File: src/rtl/mem_sched_pkg.sv
// Shared types and default sizing for the memory datapath sequencer.
//   schedState_e : sequencer state encoding
//   DefDepth / DefDataWidth / DefMaxWidth : default buffer/word/window sizing
//   Timeout      : WAIT-state cycle limit, used only when MEMSCHED_TIMEOUT_EN is defined
package mem_sched_pkg;

  localparam int unsigned DefDepth     = 32;
  localparam int unsigned DefDataWidth = 8;
  localparam int unsigned DefMaxWidth  = 9;
  localparam int unsigned Timeout      = 64;

  typedef enum logic [2:0] {
    IDLE  = 3'd0,
    LOAD  = 3'd1,
    ROUTE = 3'd2,
    WAIT  = 3'd3,
    HOLD  = 3'd4,
    DONE  = 3'd5
  } schedState_e;

endpackage

File: src/rtl/mem_win_addr_gen.sv
// Window address generator: tracks the current window base and index.
//   clear    : synchronous clear of all state (job abort)
//   load     : start of job; latches stride/numWin, first window = [0, winLen-1]
//   step     : window accepted; advance both addresses by stride
//   startAddr/finalAddr : current window bounds (registered)
//   lastWin  : current window is the final one of the job (registered)
module mem_win_addr_gen
  import mem_sched_pkg::*;
#(
  parameter int unsigned AddrWidth   = 5,
  parameter int unsigned WinLenWidth = 4
) (
  input  logic                   clk,
  input  logic                   rst,
  input  logic                   clear,
  input  logic                   load,
  input  logic                   step,
  input  logic [WinLenWidth-1:0] winLen,
  input  logic [AddrWidth-1:0]   stride,
  input  logic [AddrWidth:0]     numWin,
  output logic [AddrWidth-1:0]   startAddr,
  output logic [AddrWidth-1:0]   finalAddr,
  output logic                   lastWin
);

  localparam int unsigned CntWidth = AddrWidth + 1;
  localparam int unsigned ExtCnt   = CntWidth + 1;

  logic [AddrWidth-1:0] strideQ;
  logic [CntWidth-1:0]  numWinQ;
  logic [CntWidth-1:0]  winCnt;

  // Base/last address pair and window index
  always_ff @(posedge clk or negedge rst) begin
    if (!rst) begin
      startAddr <= '0;
      finalAddr <= '0;
      strideQ   <= '0;
      numWinQ   <= '0;
      winCnt    <= '0;
      lastWin   <= 1'b0;
    end else if (clear) begin
      startAddr <= '0;
      finalAddr <= '0;
      strideQ   <= '0;
      numWinQ   <= '0;
      winCnt    <= '0;
      lastWin   <= 1'b0;
    end else if (load) begin
      startAddr <= '0;
      finalAddr <= AddrWidth'(winLen) - AddrWidth'(1);
      strideQ   <= stride;
      numWinQ   <= numWin;
      winCnt    <= '0;
      lastWin   <= (numWin == CntWidth'(1));
    end else if (step) begin
      startAddr <= startAddr + strideQ;
      finalAddr <= finalAddr + strideQ;
      winCnt    <= winCnt + CntWidth'(1);
      // Next window (index winCnt+1) is the last one when winCnt+2 == numWin
      lastWin   <= ((ExtCnt'(winCnt) + ExtCnt'(2)) == ExtCnt'(numWinQ));
    end
  end

endmodule

File: src/rtl/memory_sched_ctrl.sv
// Sequencer for the buffer+router memory datapath. Loads a tile of words into
// the buffer, then issues router windows [base, base+winLen-1] stepping base by
// stride, and presents each routed vector to the PE array with valid/ready.
// Ports:
//   clk, rst (async, active low)
//   start, loadLen, winLen, stride, numWin : job request/config (sampled in IDLE)
//   inValid, inReady, inData               : load stream
//   writeEn, writeAddr, dataIn             : buffer write port to memory_top
//   routeEn, startAddr, finalAddr, finished: router control to/from memory_top
//   winValid, winReady                     : routed-vector handshake to consumer
//   busy, done, cfgErr                     : status
// Optional feature: define MEMSCHED_TIMEOUT_EN to abort a job when the router
// does not report finished within Timeout cycles of WAIT entry.
module memory_sched_ctrl
  import mem_sched_pkg::*;
#(
  parameter  int unsigned Depth       = DefDepth,
  parameter  int unsigned DataWidth   = DefDataWidth,
  parameter  int unsigned MaxWidth    = DefMaxWidth,
  localparam int unsigned AddrWidth   = $clog2(Depth),
  localparam int unsigned WinLenWidth = $clog2(MaxWidth + 1)
) (
  input  logic                   clk,
  input  logic                   rst,
  input  logic                   start,
  input  logic [AddrWidth:0]     loadLen,
  input  logic [WinLenWidth-1:0] winLen,
  input  logic [AddrWidth-1:0]   stride,
  input  logic [AddrWidth:0]     numWin,
  input  logic                   inValid,
  output logic                   inReady,
  input  logic [DataWidth-1:0]   inData,
  output logic                   writeEn,
  output logic [AddrWidth-1:0]   writeAddr,
  output logic [DataWidth-1:0]   dataIn,
  output logic                   routeEn,
  output logic [AddrWidth-1:0]   startAddr,
  output logic [AddrWidth-1:0]   finalAddr,
  input  logic                   finished,
  output logic                   winValid,
  input  logic                   winReady,
  output logic                   busy,
  output logic                   done,
  output logic                   cfgErr
);

  localparam int unsigned CntWidth = AddrWidth + 1;
  localparam int unsigned ExtWidth = AddrWidth + 8;

  schedState_e          state;
  logic [CntWidth-1:0]  loadLenQ;
  logic [CntWidth-1:0]  loadCnt;
  logic [ExtWidth-1:0]  lastEnd;
  logic                 cfgOk;
  logic                 genLoad;
  logic                 genStep;
  logic                 toExpire;
  logic                 lastWin;

  // Config validation; last window end computed wide so it cannot wrap
  always_comb begin
    lastEnd = ExtWidth'(stride) * (ExtWidth'(numWin) - ExtWidth'(1))
            + ExtWidth'(winLen) - ExtWidth'(1);
    cfgOk   = (loadLen != '0) && (loadLen <= CntWidth'(Depth)) &&
              (winLen != '0) && (winLen <= WinLenWidth'(MaxWidth)) &&
              (numWin != '0) && (lastEnd < ExtWidth'(loadLen));
  end

`ifdef MEMSCHED_TIMEOUT_EN
  localparam int unsigned ToWidth = $clog2(Timeout + 1);
  logic [ToWidth-1:0] toCnt;

  // WAIT cycle counter; cleared in ROUTE, which is the only way into WAIT
  always_ff @(posedge clk or negedge rst) begin
    if (!rst) begin
      toCnt <= '0;
    end else if (state == ROUTE) begin
      toCnt <= '0;
    end else if (state == WAIT) begin
      toCnt <= toCnt + ToWidth'(1);
    end
  end

  assign toExpire = (state == WAIT) && !finished && (toCnt == ToWidth'(Timeout - 1));
`else
  assign toExpire = 1'b0;
`endif

  // Address generator controls must act on the same edge as the FSM step
  assign genLoad = (state == IDLE) && start && cfgOk;
  assign genStep = (state == HOLD) && winReady;

  mem_win_addr_gen #(
    .AddrWidth   (AddrWidth),
    .WinLenWidth (WinLenWidth)
  ) uAddrGen (
    .clk       (clk),
    .rst       (rst),
    .clear     (toExpire),
    .load      (genLoad),
    .step      (genStep),
    .winLen    (winLen),
    .stride    (stride),
    .numWin    (numWin),
    .startAddr (startAddr),
    .finalAddr (finalAddr),
    .lastWin   (lastWin)
  );

  // Job sequencer with registered outputs
  always_ff @(posedge clk or negedge rst) begin
    if (!rst) begin
      state     <= IDLE;
      loadLenQ  <= '0;
      loadCnt   <= '0;
      inReady   <= 1'b0;
      writeEn   <= 1'b0;
      writeAddr <= '0;
      dataIn    <= '0;
      routeEn   <= 1'b0;
      winValid  <= 1'b0;
      busy      <= 1'b0;
      done      <= 1'b0;
      cfgErr    <= 1'b0;
    end else begin
      writeEn <= 1'b0;
      routeEn <= 1'b0;
      done    <= 1'b0;
      cfgErr  <= 1'b0;
      case (state)
        IDLE: begin
          if (start) begin
            if (cfgOk) begin
              state    <= LOAD;
              busy     <= 1'b1;
              inReady  <= 1'b1;
              loadLenQ <= loadLen;
              loadCnt  <= '0;
            end else begin
              cfgErr <= 1'b1;
            end
          end
        end
        LOAD: begin
          if (inValid && inReady) begin
            writeEn   <= 1'b1;
            writeAddr <= loadCnt[AddrWidth-1:0];
            dataIn    <= inData;
            loadCnt   <= loadCnt + CntWidth'(1);
            if (loadCnt + CntWidth'(1) == loadLenQ) begin
              inReady <= 1'b0;
            end
          end else if (!inReady) begin
            // Last write is on the bus this cycle; routing starts after it
            state   <= ROUTE;
            routeEn <= 1'b1;
          end
        end
        ROUTE: begin
          state <= WAIT;
        end
        WAIT: begin
          if (finished) begin
            state    <= HOLD;
            winValid <= 1'b1;
          end else if (toExpire) begin
            state     <= IDLE;
            busy      <= 1'b0;
            cfgErr    <= 1'b1;
            writeAddr <= '0;
            dataIn    <= '0;
          end
        end
        HOLD: begin
          if (winReady) begin
            winValid <= 1'b0;
            if (lastWin) begin
              state <= DONE;
              done  <= 1'b1;
            end else begin
              state   <= ROUTE;
              routeEn <= 1'b1;
            end
          end
        end
        DONE: begin
          state <= IDLE;
          busy  <= 1'b0;
        end
        default: begin
          state <= IDLE;
        end
      endcase
    end
  end

endmodule

File: config.mk
export PLATFORM = sky130hd
export DESIGN_NAME = memory_sched_ctrl
export DESIGN_NICKNAME = d
export VERILOG_FILES = /design/src/rtl/mem_sched_pkg.sv /design/src/rtl/mem_win_addr_gen.sv /design/src/rtl/memory_sched_ctrl.sv
export SDC_FILE = /design/constraint.sdc
export NUM_CORES = 1
export LEC_CHECK = 0
export ABC_AREA = 1
export CAP_MARGIN = 20
export CORE_ASPECT_RATIO = 0.6
export CORE_MARGIN = 10
export CORE_UTILIZATION = 30
export DETAILED_ROUTE_END_ITERATION = 16
export SLEW_MARGIN = 20
export SYNTH_ARGS = -nofsm -noshare
export SYNTH_HDL_FRONTEND = slang
export SYNTH_SLANG_ARGS = --single-unit
File: constraint.sdc
create_clock -name clk -period 3.7 [get_ports clk]
set_clock_uncertainty 0.2 [all_clocks]
set_input_delay 0.37 -clock clk [delete_from_list [all_inputs] [get_ports clk]]
set_output_delay 0.37 -clock clk [all_outputs]
set_load 0.02 [all_outputs]
# Yosys cells after proc, flatten, opt, wreduce, memory -nomap -nowiden

Cells that the tools add are included.

Flip-flop bits (word level): 63
Bits in latches: 0
Memory bits (writable): 0
Memory bits (read-only): 0
Input port bits: 35
Output and inout port bits: 30
Logic and storage cells: 113
Memories kept: 0

Add/subtract/negate cells: 9
$mul: 1
Divide/modulo/power cells: 0
$lt $le $gt $ge: 3
Eq/ne operators: 16
Shift operators: 0
Muxes and demuxes: 42
Bitwise operators: 0
Reduce and logical (&&, ||, !) cells: 24

Operators by type and width:

| operator              | count |
|---|---|
| $mux 6                | 5 |
| $mux 3                | 7 |
| $mux 1                | 20 |
| $mux 5                | 4 |
| $ne 2x2->1 const B    | 8 |
| $pmux 3 s5            | 1 |
| $add 13x4->13         | 1 |
| $lt 13x6->1           | 1 |
| $mul 6x7->13          | 1 |
| $sub 13x1->13 const B | 1 |
| $add 6x1->6 const B   | 2 |
| $pmux 6 s2            | 1 |
| $reduce_bool 6->1     | 2 |
| $add 5x5->5           | 2 |
| $logic_and 1x1->1     | 9 |
| $reduce_and 3->1      | 3 |
| $pmux 1 s2            | 4 |
| $reduce_bool 2->1     | 4 |
| $add 6x2->7 const B   | 1 |
| $eq 7x6->1            | 1 |
| $sub 6x1->7 const B   | 1 |
| $eq 3x2->1 const B    | 2 |
| $eq 3x3->1 const B    | 2 |
| $eq 6x1->1 const B    | 1 |
| other kinds (11)      | 11 |

# Depth between registers and ports, before layout

Gate-level depths: netlist of run 1.

Word-level depth: 9
Mapped depth: 29
Gate-level depth less buffers: 29

# Cells and area by module

A second synthesis of run 1 with hierarchy kept.

Cells, all modules: 738
Area, all modules: 5616.6 um2

By module, submodules not included:

| module            | instances | cells each | area an instance (um2) | sequential area each (um2) |
|---|---|---|---|---|
| memory_sched_ctrl | 1         | 535        | 3947.5                 | 875.8 |
| mem_win_addr_gen  | 1         | 203        | 1669.1                 | 700.7 |

# Least setup slack after synthesis of run 1

OpenSTA, ideal clock, no wires.

Kind: input to register
Start: input numWin[0]
End: register uAddrGen.startAddr[3]
Setup time: 0.122 ns
Arrival: 5.087 ns
Required time: 3.378 ns
Setup slack: -1.709 ns
Cell stages on the path: 27
Path buffers: 1
Cell sequence: inv_1 ha_1 or2_2 nand2_1 nor2_1 fa_1 inv_1 fa_1 inv_1 fa_1 inv_1 fa_1 inv_1 ha_1 xor2_1 ha_1 a21oi_1 nand3_1 nor2_1 nand4_1 nor2_1 nand3_1 nor2_2 nand3_4 buf_6 nand3_2 o21ai_2

Cells in the longest elaborated chain, start to end: 8
Elaborated cells between the ends (all ways): 11
Those cells by class: add/sub (3); mul (1); order compare (1); mux (1); reduce/logical (5)

RTL lines:

| what                                        | RTL line                | RTL |
|---|---|---|
| start: declaration                          | memory_sched_ctrl.sv:29 | `input logic [AddrWidth:0] numWin,` |
| $sub 6x1->7                                 | memory_sched_ctrl.sv:62 | `lastEnd = ExtWidth'(stride) * (ExtWidth'(numWin) - ExtWidth'(1))` |
| $mul 6x7->13                                | memory_sched_ctrl.sv:62 |  |
| $add 13x4->13                               | memory_sched_ctrl.sv:63 | `+ ExtWidth'(winLen) - ExtWidth'(1);` |
| $sub 13x1->13                               | memory_sched_ctrl.sv:63 |  |
| $lt 13x6->1                                 | memory_sched_ctrl.sv:66 | `(numWin != '0) && (lastEnd < ExtWidth'(loadLen));` |
| $logic_and 1x1->1 (*)                       | memory_sched_ctrl.sv:66 |  |
| $logic_and 1x1->1 (*)                       | memory_sched_ctrl.sv:90 | `assign genLoad = (state == IDLE) && start && cfgOk;` |
| $mux 5 or $reduce_bool 2->1 (tied branches) | n/a                     |  |
| end signal: assignment                      | mem_win_addr_gen.sv:57  | `startAddr <= startAddr + strideQ;` |
| end: declaration                            | mem_win_addr_gen.sv:21  | `output logic [AddrWidth-1:0] startAddr,` |

Mark *: on every way between the ends. The rest lies on a longest branch, timed or not.
A chain may end at the register's enable or synchronous reset.

# Worst setup path after layout of run 1

Start: input numWin[0]
End: register uAddrGen.startAddr[4]

The elaborated chain is that of the path after synthesis.

==> metrics.md, run 1 <==
| Metric | Value |
|---|---|
| Status | `complete, but fails checks` |
| Failing checks | `setup timing` |
| Origin of the worst setup path | `numWin[0]` |
| Register area share after synthesis | `28.0%` |
| Clock tree buffer depth | `2` |
| P_leak | `0.00404 uW` |
| Synth Register Bits | `63` |
| Worst-Margin Slew | `0.564 ns` |
| Placed cell areas | `0.00708 mm2` |
| Rel. slew slack | `62.4%` |
| Reg2Reg Setup Slack | `1.43 ns` |
| Detail Route Antenna Nets | `0` |
| Largest net degree at the start of global routing | `44` |
| Critical path peak fanout | `5` |
| H-tree Lvls | `3` |
| Min Tclk post-route | `5.34 ns` |
| Max-slew violation count | `0` |
| Total GRT Usage | `12.5%` |
| Worst EP arrival | `5.36 ns` |
| Critical R2R Launch | `state[1]$_DFFE_PN0P_` |
| Die height | `126 um` |
| Initial core utilization | `30.9%` |
| Synth Warn # | `0` |
| Drt pass-1 iters | `5` |
| Layout cells sized above 1 | `29.9%` |
| Area Overhead vs Synth | `44.5%` |
| Std cell rows | `38` |
| Hold Path Class | `input pin to flip-flop` |
| EDFF count, synth | `0` |
| Syn nets | `818` |
| Vias in the first global route | `4,922` |
| Top FF cell, synth | `dfrtp_1` |
| Reg area | `0.00158 mm2` |
| Distinct cell type count after synthesis | `35` |
| Crit path kind | `input pin to flip-flop` |
| Final setup fails | `46` |
| Multi-input gate area | `0.00395 mm2` |
| # fillers | `1,742` |
| Final hold viol count | `0` |
| Later-pin clock latency in the skew report | `0.33 ns` |
| Setup crit end kind | `flip-flop` |
| Avg Cell Area, Syn | `8.04 um2` |
| Starting DRT DRC Count | `310` |
| I/O pins | `65` |
| Wire length per cell | `13.8 um` |
| Routed WL | `15,300 um` |
| Critical Path RT | `3.72 ns` |
| Remaining DRCs | `0` |
| Synth Cell Area | `0.00562 mm2` |
| Total congestion overflow | `0` |
| DIE AREA | `0.0248 mm2` |
| Global placement routability congestion | `0.841` |
| DP HPWL | `11,600 um` |
| Sink Count | `63` |
| PortBufs | `64` |
| Initial antenna violation count | `0` |
| Hold Crit Start | `numWin[2]` |
| PwrDens | `514 mW/mm2` |
| VDD IR max | `0.242 mV` |
| RSZ-0062 raised after global routing | `true` |
| Root Buffer | `clkbuf_16` |
| Achievable clock frequency | `187 MHz` |
| Fin area | `0.00812 mm2` |
| Avg Vias per Cell | `4.44` |
| Setup TNS | `-72.28 ns` |
| CP Launch Type | `input pin` |
| Nets@finish | `979` |
| Post-synth ARST share | `100%` |
| Final period utilization | `144%` |
| PnR Total Power | `4180 uW` |
| Core footprint | `0.0182 mm2` |
| Diodes inserted | `0` |
| Chip width | `197 um` |
| Clk slew on worst S/H paths | `0.06 ns` |
| Synth area leaders | `dfrtp_1 (28%), fa_1 (13%), ha_1 (10%)` |
| Max-cap violations | `0` |
| Worst setup margin | `-1.64 ns` |
| Synth top area share | `28.0%` |
| CTS tree | `done` |
| Via count | `4,911` |
| Global-route wire length before repair | `25,900 um` |
| Inserted Clock Buffers | `9` |
| Post-synth top area cell | `dfrtp_1` |
| Syn Inst Count | `699` |
[through the flow]
stage,setup WS (ns),utilization [%],std cells,hold slack [ns]
after floorplan,-1.46,-,699,-0.126
after global placement,-2.44,38.9,1058,0.256
after detailed placement,-2.49,38.9,1058,0.258
after CTS,-1.54,44.3,1102,0.0541
after global routing,-1.89,44.6,1105,0.278
final,-1.64,44.6,1105,0.264
[registers in the layout (all words and copies together), names as in the netlist, 6 cells and up]
name              count
dataIn                8
loadCnt               6
loadLenQ              6
uAddrGen.numWinQ      6
uAddrGen.winCnt       6
[report_power, final]
part           switching (uW)  total, uW  internal, uW
clock network             329        804           475
logic                    1280       2440          1160
registers                 133        932           799
total                    1740       4180          2440
[cell families after synthesis]
| kind of cell | after synthesis | share of synthesized area, % |
|---|---|---|
| and+or+nand+nor | 322 | 26.2 |
| buffers and inverters | 137 | 9.92 |
| adders and majority gates | 84 | 23.6 |
| DFF | 63 | 28.0 |
| AOI/OAI and AO/OA | 61 | 7.19 |
| xor gates and xnor gates | 32 | 4.98 |
[cell usage after synthesis (2+ instances only)]
cell / n
a21o_1: 2
a21oi_1: 16
buf_2: 4
buf_6: 5
dfrtp_1: 63
fa_1: 37
ha_1: 47
inv_1: 126
nand2_1: 156
nand2_2: 16
nand3_1: 38
nand3_2: 11
nand3b_1: 4
nand4_1: 9
nor2_1: 63
nor2_2: 5
nor3_1: 6
o21a_1: 3
o21ai_0: 14
o21ai_2: 19
or2_2: 11
xnor2_1: 14
xor2_1: 18
[final timing paths]
kind,to,cells past startpoint
min,uAddrGen.numWinQ[2]$_DFFE_PN0N_,4
max reg2reg,uAddrGen.winCnt[4]$_DFFE_PN0P_,8
min in group asynchronous,dataIn[2]$_DFFE_PN0P_,2
max,uAddrGen.startAddr[4]$_DFFE_PN0P_,27
max in group asynchronous,uAddrGen.winCnt[2]$_DFFE_PN0P_,3
min reg2reg,writeAddr[1]$_DFFE_PN0P_,2
[layout by cell type, fill, tap and decap left out, types with 20 or more instances in the layout]
cell,instances
fa_1,34
ha_1,36
clkdlybuf4s50_1,56
nand3_1,33
inv_1,115
nor2_1,43
buf_4,77
nand2_2,26
nand2_1,136
o21ai_2,20
dfrtp_1,63
[layout make-up]
type                       instances  share of cell area, %
clock buffer                      10                   2.94
clock inverter                     6                  0.539
inverter                         128                   6.16
multi-input combinational        500                   48.7
sequential                        63                   19.4
tap                              240                   3.70
timing repair buffer             157                   18.4
timing repair inverter             1                  0.200
[layer usage]
layer  vias to the layer above  part of all wire, %  wire length [um]  track usage, %
li1                       2502                    -                 -               -
met1                      2302                   54              8250            19.3
met2                        99                   40              6120            17.1
met3                         8                  5.5               837            3.39
met4                         0                 0.35                53            1.33
met5                         -                    0                 0               0
[repair_timing]
action                     in CTS  in global routing
hold endpoints to repair        0                 41
cloned                          6                  0
pin swaps                      44                 11
buffers inserted               22                  3
hold buffers                    0                  1
resized for setup             114                 12
setup endpoints to repair      46                 46
[worst max-delay path, stage by stage]
cell        delay, ns
buf_8            0.10
clkinvlp_4       0.10
buf_6            0.11
nand2_4          0.06
buf_12           0.13
xor2_4           0.16
buf_4            0.15
or2_4            0.24
fa_1             0.48
inv_1            0.05
fa_1             0.47
inv_1            0.05
fa_1             0.55
inv_2            0.05
fa_2             0.40
xor2_1           0.17
ha_1             0.31
a21oi_1          0.14
o21ai_0          0.10
o21a_1           0.22
nor2_2           0.11
nand3_2          0.12
nor2_4           0.14
nand3_4          0.13
buf_6            0.18
buf_8            0.13
and3_4           0.14
Power figures use the tool's default switching activity.
==> run 2: changes to the inputs <==
--- a/config.mk
+++ b/config.mk
@@ -9,8 +9,9 @@
 export CAP_MARGIN = 20
 export CORE_ASPECT_RATIO = 0.6
 export CORE_MARGIN = 10
-export CORE_UTILIZATION = 30
+export CORE_UTILIZATION = 40
 export DETAILED_ROUTE_END_ITERATION = 16
+export GPL_ROUTABILITY_DRIVEN = 0
 export SLEW_MARGIN = 20
 export SYNTH_ARGS = -nofsm -noshare
 export SYNTH_HDL_FRONTEND = slang
==> run 2 against run 1 <==
  * First-iteration DRC count rose by 13%
  * Non-clock buffer count shrank 13
  * The flow still finishes with violations (setup timing)
  * Worst hold slack got worse by 0.12 ns
  * Combinational power is 4% lower
  * Sequential share of layout area increased by 0.76 points
  * Final area shrank 3.8%
  * Critical path depth unchanged
  * Flip-flop and latch count unchanged
  * Largest power group unchanged
==> metrics.md, run 2 (synthesis gave the netlist of run 1 again) <==
| Metric | Value |
|---|---|
| Crit path kind | `input pin to flip-flop` |
| Net Sw Frac | `39.5% (-2.2 points)` |
| Rel. slew slack | `62.2% (-0.15 points)` |
| Inserted Clock Buffers | `9 (unchanged)` |
| Commonest non-fill, non-tap cell in the layout | `nand2_1` |
| Failing checks | `setup timing` |
| Most used cells in the layout excluding fill and tap cells | `nand2_1 (146), inv_1 (118), buf_4 (70)` |
| Initial antenna violation count | `0 (unchanged)` |
| Min Tclk post-route | `5.23 ns (-0.110 ns)` |
| Drt pass-1 iters | `5 (unchanged)` |
| Via count | `4,947 (+0.73%)` |
| Fin area | `0.00782 mm2 (-3.8%)` |
| PwrDens | `539 mW/mm2 (+4.9%)` |
| Met3 Use GR | `3.78% (+0.39 points)` |
| Avg Vias per Cell | `4.74 (+6.7%)` |
| Core footprint | `0.0137 mm2 (-25%)` |
| Diodes inserted | `0 (unchanged)` |
| RSZ-0062 raised after global routing | `true` |
| Critical path peak fanout | `5 (unchanged)` |
| Detail Route Antenna Nets | `0 (unchanged)` |
| Clk slew on worst S/H paths | `0.05 ns (about the same)` |
| Layout cells sized above 1 | `26.3% (-3.6 points)` |
| Die height | `112 um (-11%)` |
| Std cell rows | `33 (-13%)` |
| I/O pins | `65 (unchanged)` |
| Clock tree buffer depth | `2 (unchanged)` |
| P_int | `2550 uW (+4.7%)` |
| Final setup fails | `46 (unchanged)` |
| Non-Filler Instances | `1,043 (-5.6%)` |
| Max-cap violations | `0 (unchanged)` |
| Max-slew violation count | `0 (unchanged)` |
| CP Launch Type | `input pin` |
| Worst EP arrival | `5.25 ns (-0.11 ns)` |
| Sequential share of power | `22.2% (about the same)` |
| Root Buffer | `clkbuf_16` |
| Comb pwr share | `55.6% (-2.8 points)` |
| Achievable clock frequency | `191 MHz (+2.1%)` |
| Routed WL | `14,700 um (-3.4%)` |
| Critical Path RT | `3.72 ns (about the same)` |
| Worst setup margin | `-1.53 ns (+0.110 ns)` |
| Nets@finish | `966 (-1.3%)` |
| Final hold viol count | `0 (unchanged)` |
| Vias in the first global route | `5,093 (+3.5%)` |
| Initial core utilization | `41.0% (+10 points)` |
| Later-pin clock latency in the skew report | `0.33 ns (about the same)` |
| DP Cell Count | `1,010 (-4.5%)` |
| H-tree Lvls | `3 (unchanged)` |
| Routing usage on met2 | `23.8% (+6.7 points)` |
| Worst-Margin Slew | `0.566 ns (+0.00165 ns)` |
| VDD IR max | `0.305 mV (+26%)` |
| DIE AREA | `0.0194 mm2 (-22%)` |
| PnR Total Power | `4220 uW (+0.94%)` |
| Largest register FFs | `8 (unchanged)` |
| Clk pwr share | `22.2% (+2.9 points)` |
| Area Overhead vs Synth | `39.0%` |
| PortBufs | `64 (unchanged)` |
| Switch Pwr | `1660 uW (-4.3%)` |
| GR Layer Usage met1 | `21.1% (+1.7 points)` |
| Sink Count | `63 (unchanged)` |
| Placed cell areas | `0.00701 mm2 (-1.0%)` |
| P_leak | `0.00393 uW (-2.7%)` |
| Total GRT Usage | `15.4% (+2.9 points)` |
| Setup crit end kind | `flip-flop` |
| Largest register by flop count | `dataIn` |
| Hold Path Class | `input pin to flip-flop` |
| Wire length per cell | `14.1 um (+2.4%)` |
| GRT busiest layer | `met2` |
| Remaining DRCs | `0 (unchanged)` |
| Chip width | `173 um (-12%)` |
| CTS tree | `done` |
| Status | `complete, but fails checks` |
| Final period utilization | `141% (-3.0 points)` |
| Starting DRT DRC Count | `350 (+13%)` |
| Largest net degree at the start of global routing | `42 (-4.5%)` |
| DP HPWL | `11,500 um (-0.69%)` |
| # fillers | `1,221 (-30%)` |
| Global-route wire length before repair | `24,900 um (-3.7%)` |
| Total congestion overflow | `0 (unchanged)` |
-- run 2: path summary, 6_finish.rpt --
path                       depth (start not counted)             startpoint                                 to  slack, ns
max                                               27              numWin[0]  uAddrGen.startAddr[4]$_DFFE_PN0P_      -1.53
min                                                3              numWin[2]    uAddrGen.numWinQ[2]$_DFFE_PN0N_       0.14
max reg2reg                                        7   state[2]$_DFFE_PN0P_           writeAddr[3]$_DFFE_PN0P_       1.36
min reg2reg                                        2  dataIn[1]$_DFFE_PN0P_              dataIn[1]$_DFFE_PN0P_       0.27
max in group asynchronous                          3                    rst     uAddrGen.winCnt[1]$_DFFE_PN0P_       2.01
min in group asynchronous                          2                    rst              dataIn[7]$_DFFE_PN0P_       0.35
-- run 2: repair_timing --
| action | in CTS | in global routing |
|---|---|---|
| hold buffers | 1 | 0 |
| endpoints found under the hold margin | 22 | 0 |
| endpoints found under the setup margin | 46 | 46 |
| cloned | 1 | 3 |
| resized for setup | 78 | 8 |
| pin swaps | 37 | 6 |
| setup buffers | 13 | 0 |
-- run 2: layout make-up --
class	count	area (um2)	area share, %
inverter	128	489	6.26
sequential	63	1580	20.2
clock inverter	3	65.1	0.832
tap	192	240	3.07
clock buffer	12	267	3.41
multi-input combinational	501	3860	49.4
timing repair buffer	144	1320	16.9
-- run 2: power by group through the flow --
stage | clock, uW | combinational, uW | sequential (uW)
6_report | 937 | 2340 | 936
5_1_grt | 982 | 2650 | 951
4_1_cts | 951 | 2330 | 933
3_5_place_dp | 0 | 2090 | 941
3_3_place_gp | 0 | 2050 | 940
2_1_floorplan | 0 | 1360 | 957
-- run 2: worst max-delay path, stage by stage --
cell	delay, ns
buf_8	0.08
clkinvlp_4	0.15
ha_4	0.22
or2_4	0.26
nand2_4	0.09
nor2_4	0.04
fa_1	0.47
inv_1	0.05
fa_1	0.47
inv_1	0.05
fa_1	0.49
inv_2	0.04
fa_1	0.51
inv_2	0.05
ha_4	0.25
xor2_2	0.15
ha_2	0.18
a21oi_2	0.09
nand3_1	0.07
nor2_1	0.12
nand4_1	0.09
nor2_1	0.13
nand3_1	0.13
nor2_4	0.17
nand3_4	0.18
buf_6	0.20
and3_4	0.14
-- run 2: metal layers --
metal / part of all wire (%) / wire length (um) / up-vias
met5: 0 / 0 / -
met4: 0.64 / 94 / 0
met3: 5.1 / 756 / 13
met2: 43 / 6370 / 116
met1: 51 / 7520 / 2335
li1: - / - / 2483
-- run 2: through the flow --
| stage | setup TNS (ns) | worst slack (ns) | util, % | hold slack, ns |
|---|---|---|---|---|
| 6_report | -67.00 | -1.53 | 57.0 | 0.139 |
| 2_1_floorplan | -63.82 | -1.46 | - | -0.126 |
| 4_1_cts | -66.56 | -1.49 | 56.3 | 0.124 |
| 5_1_grt | -77.35 | -1.74 | 57.0 | 0.153 |
| 3_3_place_gp | -108.26 | -2.47 | 51.2 | 0.155 |
| 3_5_place_dp | -108.66 | -2.49 | 51.2 | 0.173 |
==> RTL change (flow settings as in run 1) <==
Add a define of `MEMSCHED_TIMEOUT_EN`.
--- a/src/rtl/memory_sched_ctrl.sv
+++ b/src/rtl/memory_sched_ctrl.sv
@@ -13,2 +13,4 @@
 // does not report finished within Timeout cycles of WAIT entry.
+`define MEMSCHED_TIMEOUT_EN
+
 module memory_sched_ctrl
Check against the original RTL: no difference found for any inputs over 4 cycles, from zero or initial values and one cycle with rst low; that may be too few to reach the edited logic, so the function may still have changed.
==> RTL change against run 1 <==
  * The flow still finishes with violations (setup timing)
  * Critical path depth increased by 4
  * Routed wire length rose by 8.5%
  * Sequential cell count up 7
  * Hold slack worse by 0.037 ns
  * Total power up 28%
  * Largest cell class unchanged
  * Synthesized area is 6.2% higher
  * Worst setup slack better by 0.012 ns
  * Highest routed layer unchanged
  * Design area is 5.6% higher
  * Maximum frequency grew 0.23%
==> RTL change: results (changes against run 1) <==
* Final HPWL DP at 13400 um (+15%)
* Worst reg-to-reg path cell count at 11 (+3)
* DRT iter0 DRCs at 301 (-2.9%)
* Vias/cell at 4.39 (-1.1%)
* Met2 Routed Length at 6490 um (+6.0%)
* Drt total wl at 16600 um (+8.5%)
* Global placement routability congestion at 0.875 (+4.0%)
* Setup ws final at -1.63 ns (+0.0121 ns)
* Violated checks: setup timing
* Outcome: complete, but fails checks
* CP max-delay cell: fa_1
* Syn_area_per_cell at 7.82 um^2 (-2.8%)
* Post-synthesis mux area share at 0% (unchanged)
* Hold Crit Start: numWin[1]
* Area contributors post-synth: dfrtp_1 29%, fa_1 12%, nand2_1 10%
* Sequential area share after synthesis at 29.3% (+1.3 points)
* Layout cells sized above 1 at 25.8% (-4.2 points)
* Crit path capture: uAddrGen.numWinQ[1]
* DR WL met3 at 942 um (+13%)
* Hold_ws at 0.226 ns (-0.0373 ns)
* DP Cell Count at 1159 (+9.5%)
* Total track usage at 13.1% (+0.58 points)
* Fraction of registers with async set/reset at 100% (unchanged)
* EDFF count, synth at 0 (unchanged)
* GR Layer Usage met2 at 18.1% (+0.99 points)
* Hold Path Cell Cnt at 4 (unchanged)
* Max incr delay on CP at 0.55 ns (about the same)
* Post-synthesis xor/xnor area fraction at 4.55% (-0.44 points)
* Layout Nets at 1046 (+6.8%)
* Yosys top cell by area: dfrtp_1
* Syn Nets at 884 (+8.1%)
* Worst-skew pair later-pin latency at 0.34 ns
* VDD IR max at 288 uV (+19%)
* Met3 usage at 3.33% (-0.057 points)
* Placed inst area at 7740 um^2 (+9.3%)
* Wl on met1 at 9050 um (+9.7%)
* Initial antenna violation count at 0 (unchanged)
* Largest net degree at the start of global routing at 71 (+61%)
* HP Class: primary input to flop
* Final setup viols at 46 (unchanged)
* Synth cell types at 42 (+20%)
* Synth Warn # at 0 (unchanged)
* Worst r2r dst: state[0]
* Crit Path Max Fanout at 7 (+2)
* R2R setup slack at 1.16 ns (-0.27 ns)
* Synth Area in Compound Gates at 8.40% (+1.2 points)
* First-pass GRT wire length at 27900 um (+7.8%)
* GR Util met1 at 20.1% (+0.81 points)
* Post-Synth Adder-Cell Area at 22.5% (-1.2 points)
* R2r startpoint: state[2]
* Critical Path AT at 5.35 ns (about the same)
* Worst slew pin tran at 0.921 ns (+0.357 ns)
* Most frequent cells after synthesis: 163 x nand2_1, 150 x inv_1, 70 x dfrtp_1
* Leak pwr at 4.27 nW (+5.6%)
* Vias at 5259 (+7.1%)
-- RTL change: cell count changes after synthesis, sizes merged, moves of 5 or more --
| cell | change |
|---|---|
| a21oi | +6 |
| nor2 | +5 |
| inv | +28 |
| dfrtp | +7 |
| or2 | -6 |
| o21ai | +14 |
| nor3 | +8 |
-- RTL change: how the worst min path moves through the flow --
stage	end
after floorplan	busy
after CTS	uAddrGen.numWinQ[3]
after detailed placement	winValid
final	uAddrGen.numWinQ[1]
after global placement	winValid
after global routing	uAddrGen.numWinQ[1]
-- RTL change: cells by family after synthesis --
group / after synthesis
buffers and inverters: 162
AOI/OAI and AO/OA: 86
DFF: 70
and+or+nand+nor: 330
adders and majority gates: 85
xor gates and xnor gates: 31
-- RTL change: layout make-up --
| type | instances | area [um^2] |
|---|---|---|
| clock buffer | 10 | 239 |
| clock inverter | 6 | 93.8 |
| fill | 1875 | 10700 |
| inverter | 154 | 616 |
| multi-input combinational | 533 | 4120 |
| sequential | 70 | 1750 |
| tap | 266 | 333 |
| timing repair buffer | 158 | 1430 |
-- RTL change: what timing repair did --
action / in CTS / in global routing
setup buffers: 16 / 7
pin swaps: 40 / 35
hold endpoints to repair: 17 / 0
hold buffers: 1 / 0
resized for setup: 64 / 48
cloned: 1 / 0
setup endpoints to repair: 46 / 46
-- RTL change: power by group --
part | total, mW | switching (mW) | internal, mW
Sequential | 1.14 | 0.186 | 0.955
Clock | 0.959 | 0.346 | 0.613
Combinational | 3.26 | 1.85 | 1.41
-- RTL change: per-stage QoR --
stage / setup WS, ns / TNS (ns)
floorplan: -1.34 / -55.18
global placement: -2.40 / -106.36
detailed placement: -2.42 / -106.81
CTS: -1.62 / -69.58
global route: -1.88 / -82.90
finish: -1.63 / -70.85
